File: src/rtl/fetch_sequencer.sv
// Instruction-fetch sequencer: owns the PC, issues one imem request per fetch over
// req/ack, and applies branch/jump redirects (no delay slot) at the request boundary.
module fetch_sequencer #(
    parameter logic [31:0] RESET_VECTOR = 32'h0000_0000
) (
    input  logic               CLK,
    input  logic               RESET,
    input  logic               run,
    input  logic               stall,
    output logic               imem_req,
    output logic [31:0]        imem_addr,
    input  logic               imem_ack,
    output logic               instr_valid,
    output logic [31:0]        instr_pc,
    input  logic               br_taken,
    input  logic signed [15:0] br_offset,
    input  logic               jump,
    input  logic [25:0]        jump_index,
    output logic [31:0]        pc_out
);
    typedef enum logic [1:0] {
        IDLE  = 2'd0,
        FETCH = 2'd1,
        STALL = 2'd2
    } state_t;

    state_t      state, state_nxt;
    logic [31:0] pc, pc_nxt;
    logic        vld_p1, vld_nxt;
    logic [31:0] ipc_p1, ipc_nxt;
    logic        pend_vld, pend_vld_nxt;
    logic [31:0] pend_tgt, pend_tgt_nxt;
    logic        redir;
    logic [31:0] redir_tgt;

    // Targets are relative to the delivered instruction, not the PC being fetched.
    function automatic logic [31:0] redirect_target(
        input logic [31:0]        base_pc,
        input logic               is_jump,
        input logic [25:0]        index,
        input logic signed [15:0] offset
    );
        logic [31:0]        seq_pc;
        logic signed [31:0] disp;
        seq_pc = base_pc + 32'd4;
        disp   = {{14{offset[15]}}, offset, 2'b00};
        if (is_jump)
            return {seq_pc[31:28], index, 2'b00};
        else
            return seq_pc + $unsigned(disp);
    endfunction

    always_comb begin
        redir        = jump | br_taken;
        redir_tgt    = redirect_target(ipc_p1, jump, jump_index, br_offset);
        state_nxt    = state;
        pc_nxt       = pc;
        pend_vld_nxt = pend_vld;
        pend_tgt_nxt = pend_tgt;
        vld_nxt      = 1'b0;
        ipc_nxt      = ipc_p1;
        case (state)
            IDLE: begin
                if (redir) pc_nxt = redir_tgt;
                if (run) state_nxt = FETCH;
            end
            FETCH: begin
                // The address must stay put until ack, so mid-request redirects wait in pend_*.
                if (imem_ack) begin
                    if (redir) begin
                        pc_nxt = redir_tgt;
                    end else if (pend_vld) begin
                        pc_nxt = pend_tgt;
                    end else begin
                        vld_nxt = 1'b1;
                        ipc_nxt = pc;
                        pc_nxt  = pc + 32'd4;
                    end
                    pend_vld_nxt = 1'b0;
                    if (stall)
                        state_nxt = STALL;
                    else if (!run)
                        state_nxt = IDLE;
                end else if (redir) begin
                    pend_vld_nxt = 1'b1;
                    pend_tgt_nxt = redir_tgt;
                end
            end
            STALL: begin
                if (redir) pc_nxt = redir_tgt;
                if (!run)
                    state_nxt = IDLE;
                else if (!stall)
                    state_nxt = FETCH;
            end
            default: state_nxt = IDLE;
        endcase
    end

    // p0 -> p1: state, PC and delivery registers
    always_ff @(posedge CLK) begin
        if (RESET) begin
            state    <= IDLE;
            pc       <= RESET_VECTOR;
            pend_vld <= 1'b0;
            vld_p1   <= 1'b0;
            ipc_p1   <= '0;
        end else begin
            state    <= state_nxt;
            pc       <= pc_nxt;
            pend_vld <= pend_vld_nxt;
            vld_p1   <= vld_nxt;
            ipc_p1   <= ipc_nxt;
        end
    end

    always_ff @(posedge CLK) begin
        pend_tgt <= pend_tgt_nxt;
    end

    assign imem_req    = (state == FETCH);
    assign imem_addr   = pc;
    assign pc_out      = pc;
    assign instr_valid = vld_p1;
    assign instr_pc    = ipc_p1;
endmodule
File: config.mk
export PLATFORM = sky130hd
export DESIGN_NAME = fetch_sequencer
export DESIGN_NICKNAME = d
export VERILOG_FILES = /design/src/rtl/fetch_sequencer.sv
export SDC_FILE = /design/constraint.sdc
export NUM_CORES = 1
export LEC_CHECK = 0
export CORE_MARGIN = 2
export CORE_UTILIZATION = 49
export CTS_BUF_LIST = sky130_fd_sc_hd__clkbuf_8
export DETAILED_ROUTE_END_ITERATION = 10
export PLACE_DENSITY = 0.8
export SYNTH_ARGS = -nofsm -noshare
export SYNTH_HDL_FRONTEND = slang
export SYNTH_SLANG_ARGS = --single-unit
File: constraint.sdc
create_clock -name CLK -period 4.41 [get_ports CLK]
set_input_delay 0.882 -clock CLK [delete_from_list [all_inputs] [get_ports CLK]]
set_output_delay 0.882 -clock CLK [all_outputs]
set_load 0.01 [all_outputs]
## Word-level counts from Yosys, hierarchy flattened

Index checks and enable logic that the tools add are counted.

- Multiplexer cells: 16
- $add $sub $neg: 3
- Reductions and logical operators: 10
- Equality and inequality tests: 7
- Bitwise logic cells: 5

Operators with widths:

| cell | count |
|---|---|
| 2-to-1 mux 32 bit | 5 |
| adder 32 x 3 -> 32 bit (second input constant) | 2 |
| one-hot mux 32 bit (2 select lines) | 1 |
| adder 32 bit | 1 |
| 2-to-1 mux 2 bit | 6 |
| AND reduction 4 bit | 2 |
| != test 3 bit (second input constant) | 2 |
| one-hot mux 2 bit (3 select lines) | 1 |
| AND reduction 3 bit | 2 |
| != test 2 x 1 -> 1 bit (second input constant) | 2 |
| inverter 1 bit | 4 |
| nonzero test 2 bit | 2 |
| OR reduction 4 bit | 1 |
| 2-to-1 mux 1 bit | 3 |
| == test 2 x 1 -> 1 bit (second input constant) | 1 |
| == test 2 bit (second input constant) | 1 |
| zero test 2 bit | 1 |
| != test 2 bit (second input constant) | 1 |
| AND reduction 2 bit | 1 |
| OR reduction 2 bit | 1 |
| bitwise OR 1 bit | 1 |

- Register bits after elaboration: 100
- Output and inout port bits: 98
- Logic and storage cells: 47

## Depth between registers and ports, before layout

Gate-level depths: netlist of the first run.

- Word-level depth: 6
- Depth in mapped cells: 16
- Depth with buffers taken out: 15

## Worst setup path before layout of the first run

No wires, ideal clock.

- Path kind: input -> register
- Start: in imem_ack
- End: reg pend_tgt[0], enable pin
- Path slack: -0.097 ns
- Arrival time: 4.005 ns
- Stages on the path: 1
- Library setup time: 0.502 ns
- Cell sequence: nor4_1

- Longest elaborated chain between the ends: 2

Ends and longest elaborated chain:

| element | RTL line | text |
|---|---|---|
| from (decl) | 12 | `input logic imem_ack,` |
| inverter 1 bit (no line) | -- |  |
| AND reduction 3 bit (no line) | -- |  |
| to (signal assigned) | 118 | `pend_tgt <= pend_tgt_nxt;` |
| to (decl) | 32 | `logic [31:0] pend_tgt, pend_tgt_nxt;` |

Every way passes these cells.
A chain may end at the register's enable or synchronous reset.

## Worst setup path in the final report of the first run

- Start: reg ipc_p1[5], in the netlist instr_pc[5]
- End: reg pc[25], in the netlist imem_addr[25]

- Longest elaborated chain between the ends: 6
- Elaborated cells on any way between the ends: 7
- Classes of those cells: 2 x add/sub; 5 x mux

Ends and longest elaborated chain:

| element | RTL line | text |
|---|---|---|
| from (decl) | 30 | `logic [31:0] ipc_p1, ipc_nxt;` |
| from (signal assigned) | 113 | `ipc_p1 <= ipc_nxt;` |
| adder 32 x 3 -> 32 bit (*) | 45 | `seq_pc = base_pc + 32'd4;` |
| adder 32 bit (*) | 50 | `return seq_pc + $unsigned(disp);` |
| 2-to-1 mux 32 bit (*) | 47 | `if (is_jump)` |
| 2-to-1 mux 32 bit | 70 | `if (redir) begin` |
| 2-to-1 mux 32 bit | 69 | `if (imem_ack) begin` |
| one-hot mux 32 bit (2 select lines) (*) | 62 | `case (state)` |
| to (signal assigned) | 110 | `pc <= pc_nxt;` |
| to (decl) | 28 | `logic [31:0] pc, pc_nxt;` |

Mark *: on every way between the ends. The rest lies on a longest branch, timed or not. The select of a mux whose other input is x is not followed.

==> results of run 1 <==
-- cells in the mapped netlist (7+ instances only) --
| cell type | instances | area share |
|---|---|---|
| sky130_fd_sc_hd__a211oi_1 | 14 | 0.014 |
| sky130_fd_sc_hd__mux2_2 | 8 | 0.012 |
| sky130_fd_sc_hd__xor2_1 | 28 | 0.033 |
| sky130_fd_sc_hd__and2_1 | 9 | 0.0075 |
| sky130_fd_sc_hd__and4_1 | 12 | 0.014 |
| sky130_fd_sc_hd__a31oi_1 | 7 | 0.0058 |
| sky130_fd_sc_hd__nor2_1 | 57 | 0.028 |
| sky130_fd_sc_hd__inv_1 | 15 | 0.0075 |
| sky130_fd_sc_hd__and3_1 | 26 | 0.022 |
| sky130_fd_sc_hd__nand2b_1 | 7 | 0.0058 |
| sky130_fd_sc_hd__o211ai_1 | 11 | 0.011 |
| sky130_fd_sc_hd__buf_4 | 32 | 0.032 |
| sky130_fd_sc_hd__dfxtp_1 | 68 | 0.18 |
| sky130_fd_sc_hd__ha_1 | 36 | 0.060 |
| sky130_fd_sc_hd__nand4_1 | 13 | 0.011 |
| sky130_fd_sc_hd__clkbuf_1 | 49 | 0.024 |
| sky130_fd_sc_hd__nor3_1 | 18 | 0.012 |
| sky130_fd_sc_hd__a21oi_1 | 87 | 0.058 |
| sky130_fd_sc_hd__xnor2_1 | 46 | 0.053 |
| sky130_fd_sc_hd__o21ai_0 | 58 | 0.038 |
| sky130_fd_sc_hd__a221oi_1 | 9 | 0.010 |
| sky130_fd_sc_hd__nand2_1 | 166 | 0.083 |
| sky130_fd_sc_hd__a21o_1 | 16 | 0.016 |
| sky130_fd_sc_hd__edfxtp_1 | 32 | 0.13 |
| sky130_fd_sc_hd__nand3_1 | 43 | 0.029 |
| sky130_fd_sc_hd__mux2i_1 | 8 | 0.011 |
| sky130_fd_sc_hd__nor2b_1 | 7 | 0.0058 |
-- per-stage QoR --
step,std cells,utilization,instance area [um^2],hold WS (ps)
2_1_floorplan,965,-,7550,488
3_3_place_gp,1237,0.593,8980,453
3_5_place_dp,1237,0.593,8980,461
4_1_cts,1253,0.606,9180,478
5_1_grt,1253,0.606,9180,497
6_report,1253,0.606,9180,481
-- area by class of cell --
type	instances	area, um^2	area share
Inverter	15	56.3	0.00613
Timing Repair Buffer	167	1610	0.175
Clock inverter	7	81.3	0.00886
Sequential cell	100	2320	0.253
Multi-Input combinational cell	767	4750	0.518
Clock buffer	9	124	0.0135
Tap cell	188	235	0.0256
-- power breakdown --
group / total [uW] / internal (uW) / switching [uW]
sequential: 1080 / 997 / 85.0
combinational: 546 / 266 / 279
clock: 645 / 271 / 374
-- worst max-delay path, stage by stage (launching register included) --
cell and delay (ps):
sky130_fd_sc_hd__dfxtp_1 440, sky130_fd_sc_hd__and4_1 280, sky130_fd_sc_hd__and4_1 400, sky130_fd_sc_hd__and2_1 210, sky130_fd_sc_hd__and4_1 210, sky130_fd_sc_hd__xor2_1 220, sky130_fd_sc_hd__ha_1 310, sky130_fd_sc_hd__and3_1 200
sky130_fd_sc_hd__and2_1 150, sky130_fd_sc_hd__a221oi_1 260, sky130_fd_sc_hd__o21ai_1 220, sky130_fd_sc_hd__a221oi_1 370, sky130_fd_sc_hd__xor2_1 160, sky130_fd_sc_hd__or3_1 380, sky130_fd_sc_hd__a31oi_1 150
-- cells by family (layout without fill, tap and decap cells) --
| kind of cell | count (synthesis) | after routing |
|---|---|---|
| XOR/XNOR | 74 | 74 |
| AO/OA/AOI/OAI | 260 | 260 |
| flip-flops | 100 | 100 |
| buffers and inverters | 98 | 198 |
| adder cells (fa/ha/maj) | 37 | 37 |
| AND/OR/NAND/NOR | 380 | 380 |
| multiplexers | 16 | 16 |
-- worst paths after layout --
path,to,depth (start not counted)
setup / recovery,imem_addr[25],14
hold / removal,instr_pc[1],2
setup reg to reg,imem_addr[25],14
hold reg to reg,instr_pc[1],2
-- routing by layer --
layer / track usage / vias to the layer above
li1: - / 3630
met5: 0 / -
met1: 0.438 / 3551
met2: 0.434 / 382
met3: 0.0351 / 33
met4: 0.0847 / 0
-- sequential cells by signal, summed over array words and instances (netlist names) --
| register | cells |
|---|---|
| pend_vld | 1 |
| instr_pc | 32 |
| instr_valid | 1 |
| pend_tgt | 32 |
| imem_addr | 32 |
| state | 2 |
==> run_results.csv, run 1 <==
group,metric,value,unit
clocking,post_cts.repair.setup_buffers,0,
clocking,clock_sinks,100,
place,hpwl,17.6,mm
clocking,clock_tree_from_tritoncts,"done",
cells_and_area,layout.cells.most_common,"sky130_fd_sc_hd__nand2_1",
worst_setup_path,path_max_fanout,7,
synthesis,compound_gate_portion_of_the_synthesized_area,0.219,
cells_and_area,syn_to_final_growth,21.8,%
synthesis,synthArstFlopShare,0,
synthesis,synth_top_family_by_area,"simple AND/OR/NAND/NOR gates",
run_status,status,"finished clean",
synthesis,mappedNetlistArea,0.00754,mm^2
floorplanning,fp.dieW,128,um
worst_setup_path,crit_path_launch,"instr_pc[5]",
drt,drc,0,
sta,unrepaired_setup_endpoints_after_global_routing,"no",
sta,maxClockFrequency,0.247,GHz
synthesis,post_synth_fa_ha_maj_area_fraction,0.0624,
synthesis,synth.mux.area_fraction,0.0226,
global_route,grt_remaining_overflow,0,
drt,post_drt_wl_per_cell,19.1,um
cells_and_area,fillers,1326,
sta,relSlewSlack,0.376,
synthesis,synth.ff_latch_count,100,
synthesis,synth_top_flop_cell,"sky130_fd_sc_hd__dfxtp_1",
floorplanning,die_y,128,um
cells_and_area,top_library_cells_by_usage_in_the_layout_fill_and_taps_aside,"sky130_fd_sc_hd__nand2_1 (166), sky130_fd_sc_hd__clkdlybuf4s50_1 (144), sky130_fd_sc_hd__a21oi_1 (87)",
place,gp_routability_congestion,0.935,
drt,dr.first_iter.drc_count,1002,
global_route,gr-usage-all-layers,0.290,
floorplanning,total_die_area,0.0164,mm^2
floorplanning,num_rows,45,
cells_and_area,layout-drive-gt1-share,0.0582,
sta,final_hold_viol_count,0,
min_path,hold_class,"flip-flop to flip-flop",
clocking,numCtsBuffers,9,
drt,postRouteWirelength,23.9,mm
synthesis,synth_simple_gate_area_frac,0.238,
sta,setup_viol,0,
clocking,clk_path_buf_depth,2,
clocking,postCtsHoldBufs,0,
place,buffer_ports.inserted,146,
synthesis,synth_seq_area_share,0.308,
worst_setup_path,timing.critical_path.required,4730,ps
pwr,total_power,2270,uW
synthesis,synth_fp_nets,1051,
place,detailedPlace.worstSlack,251,ps
floorplanning,initial_core_util,0.498,
sta,finalCriticalPeriod,4050,ps
synthesis,synthesis.instances,965,
sta,worst_pin_slew,936,ps
global_route,grt_start_max_net_pins,56,
worst_setup_path,worst_setup_path_end_kind,"flip-flop",
worst_setup_path,critPathLaunchType,"flip-flop",
clocking,cts.repair.resized,0,
floorplanning,io_pins,147,
synthesis,yosysUniqueCellTypes,68,
synthesis,yosys.area_share.xor_xnor,0.0859,
drt,met3_layer_wire_length_in_the_routed_design,2.24,mm
global_route,grt_first_pass_wirelength,37.4,mm
pwr,power_density,248,mW/mm^2
pwr,peakVddDrop,148,uV
drt,wl_met2,10.4,mm
drt,post_route_antenna_net_violation_count,0,
drt,top_layer,"met4",
sta,layout_worst_path_cycle_share,0.919,
min_path,min_from,"instr_pc[1]",
sta,fin_ws,359,ps
sta,finalClockSkew,12.7,ps
run,number_of_max_cap_violations,0,
worst_setup_path,setup.worst_path.class,"flip-flop to flip-flop",
worst_setup_path,r2r-start,"instr_pc[5]",
cells_and_area,number_of_antenna_diodes,0,
pwr,p_leak,0.00350,uW
drt,iteration_count_of_the_initial_detailed_routing_pass,6,
synthesis,number_of_enable_flip_flop_cells_after_synthesis,32,
clocking,path_clk_slew,120,ps
floorplanning,placeableCoreArea,0.0151,mm^2
worst_setup_path,worst_r2r_setup_slack,360,ps
cells_and_area,final_net_count,1146,
sta,timing.final.max_slew_violations,0,
drt,viasPerCell,6.06,
synthesis,yosys_warnings,0,
drt,number_of_vias_in_the_routed_layout,7596,
worst_setup_path,cp.arrival,4380,ps
global_route,initial_antenna_violation_count,0,
clocking,cts_max_level,3,
global_route,vias_in_the_first_global_route,6847,
drt,wl_met1,10.8,mm
clocking,worstSkewPairLatency,400,ps
synthesis,post_synth.cell_area_avg,7.81,um^2
clocking,ctsRootBufferMaster,"sky130_fd_sc_hd__clkbuf_8",
sta,setup-tns-final,0,ps
No activity file was read; power rests on OpenSTA's default activity.
==> run 2: changes to the inputs <==
- PLACE_DENSITY: 0.8 -> 0.79
==> run 2 against run 1 <==
Net effect:
- wire length shrank 1.6%
- clock power down 8.5%
- sequential share of layout area barely moved
- highest routed layer unchanged
==> run_results.csv, run 2 (same netlist as run 1, synthesis figures left out) <==
group,metric,value,unit
sta,timing.final.max_slew_violations,0,
floorplanning,io_pins,147,
pwr,sequentialPowerShare,0.488,
clocking,clk_path_buf_depth,2,
sta,final.hold.worst_slack,490,ps
worst_setup_path,critical_path.n_buffers_inverters,0,
clocking,worstSkewPairLatency,400,ps
cells_and_area,postLayoutCellArea,0.00918,mm^2
cells_and_area,final_net_count,1148,
worst_setup_path,crit_slowest_cell,"sky130_fd_sc_hd__dfxtp_1",
cells_and_area,syn_to_final_growth,21.7,%
sta,maxClockFrequency,0.247,GHz
pwr,total_power,2210,uW
worst_setup_path,worst_setup_path_end_kind,"flip-flop",
pwr,power.clock.fraction,0.267,
global_route,vias_in_the_first_global_route,6896,
run,number_of_max_cap_violations,0,
sta,setup-tns-final,0,ps
worst_setup_path,worst_path_largest_cell_delay,460,ps
drt,viasPerCell,6.01,
sta,finalClockSkew,13.5,ps
cells_and_area,top_library_cells_by_usage_in_the_layout_fill_and_taps_aside,"sky130_fd_sc_hd__nand2_1 (166), sky130_fd_sc_hd__clkdlybuf4s50_1 (144), sky130_fd_sc_hd__a21oi_1 (87)",
clocking,clock_sinks,100,
drt,post_route_antenna_net_violation_count,0,
sta,finalCriticalPeriod,4060,ps
sta,fin_ws,353,ps
run_status,status,"finished clean",
clocking,ctsRootBufferMaster,"sky130_fd_sc_hd__clkbuf_8",
sta,setup_viol,0,
sta,worst_pin_slew,971,ps
worst_setup_path,setup.worst_path.class,"flip-flop to flip-flop",
place,detailedPlace.worstSlack,329,ps
worst_setup_path,path_max_fanout,7,
worst_setup_path,crit_family,"simple AND/OR/NAND/NOR gates",
drt,dr.first_iter.drc_count,812,
drt,drc,0,
worst_setup_path,timing.critical_path.required,4740,ps
worst_setup_path,cp.arrival,4380,ps
place,buffer_ports.inserted,146,
clocking,numCtsBuffers,9,
floorplanning,placeableCoreArea,0.0151,mm^2
global_route,grt_remaining_overflow,0,
global_route,grt_start_max_net_pins,56,
pwr,peakVddDrop,125,uV
drt,number_of_vias_in_the_routed_layout,7542,
sta,final_hold_viol_count,0,
clocking,path_clk_slew,110,ps
place,placedInstanceArea,0.00899,mm^2
sta,relSlewSlack,0.353,
pwr,total_switching_power,723,uW
drt,iteration_count_of_the_initial_detailed_routing_pass,5,
cells_and_area,layout.cells.most_common,"sky130_fd_sc_hd__nand2_1",
pwr,p_leak,0.00349,uW
clocking,cts.repair.resized,0,
cells_and_area,layout-drive-gt1-share,0.0600,
clocking,postCtsHoldBufs,0,
worst_setup_path,worstPathCellList,"and4_1, and4_1, and2_1, and4_1, xor2_1, ha_1, and3_1, and2_1, a221oi_1, o21ai_1, a221oi_1, xor2_1, or3_1, a31oi_1",
clocking,cts_max_level,3,
worst_setup_path,worst_path_most_repeated_cell,"sky130_fd_sc_hd__and4_1",
worst_setup_path,worst_r2r_setup_slack,350,ps
sta,layout_worst_path_cycle_share,0.920,
global_route,grt_first_pass_wirelength,37.3,mm
sta,unrepaired_setup_endpoints_after_global_routing,"no",
place,hpwl,17.6,mm
cells_and_area,fillers,1365,
drt,postRouteWirelength,23.5,mm
pwr,power_switching_share,0.327,
drt,post_drt_wl_per_cell,18.8,um
worst_setup_path,critPathLaunchType,"flip-flop",
global_route,gr-usage-all-layers,0.289,
floorplanning,total_die_area,0.0164,mm^2
min_path,hold_class,"flip-flop to flip-flop",
pwr,power.combinational.fraction,0.246,
pwr,internal_portion_of_total_power,1490,uW
clocking,post_cts.repair.setup_buffers,0,
floorplanning,initial_core_util,0.498,
clocking,clock_tree_from_tritoncts,"done",
floorplanning,die_y,128,um
pwr,power_density,241,mW/mm^2
floorplanning,fp.dieW,128,um
global_route,initial_antenna_violation_count,0,
floorplanning,num_rows,45,
place,gp_routability_congestion,0.919,
cells_and_area,number_of_antenna_diodes,0,
[run 2: cell count changes in the layout (fill, tap and decap cells not counted), sizes merged]
| cell | previous run | this run |
|---|---|---|
| clkbuf | 9 | 10 |
| bufinv | 1 | 0 |
| inv | 18 | 17 |
| buf | 23 | 25 |
| clkinvlp | 1 | 2 |
[run 2: layout make-up]
class / instances / area, um^2 / share of cell area
Timing Repair Buffer: 169 / 1620 / 0.177
Clock buffer: 10 / 138 / 0.0150
Clock inverter: 6 / 46.3 / 0.00504
Multi-Input combinational cell: 767 / 4750 / 0.518
Sequential cell: 100 / 2320 / 0.253
Tap cell: 188 / 235 / 0.0256
Inverter: 15 / 56.3 / 0.00614
[run 2: power groups by stage]
stage | sequential, uW | clock [uW] | combinational, uW
floorplan | 1090 | 0 | 312
global placement | 1100 | 0 | 530
detailed placement | 1100 | 0 | 537
CTS | 1080 | 588 | 540
global route | 1090 | 627 | 591
finish | 1080 | 590 | 544
[run 2: per-layer routing]
layer / vias up / part of all wire / wire length, um / track usage
li1: 3639 / - / - / -
met1: 3502 / 0.45 / 10600 / 0.437
met2: 367 / 0.43 / 10200 / 0.429
met3: 34 / 0.093 / 2180 / 0.0271
met4: 0 / 0.021 / 503 / 0.0995
met5: - / 0 / 0 / 0
[run 2: final timing paths]
check / start / to / depth (start not counted)
hold reg to reg: instr_pc[0] / instr_pc[0] / 2
hold / removal: instr_pc[0] / instr_pc[0] / 2
setup / recovery: instr_pc[4] / imem_addr[25] / 14
setup reg to reg: instr_pc[4] / imem_addr[25] / 14
[run 2: through the flow]
stage | instances | utilization
2_1_floorplan | 965 | -
3_3_place_gp | 1239 | 0.594
3_5_place_dp | 1239 | 0.594
4_1_cts | 1255 | 0.606
5_1_grt | 1255 | 0.606
6_report | 1255 | 0.606
[run 2: tightest hold or removal path, cell delays in order, from the launching register on]
cell                      delay (ps)
sky130_fd_sc_hd__dfxtp_1         340
sky130_fd_sc_hd__nand2_1          60
sky130_fd_sc_hd__a21oi_1          50
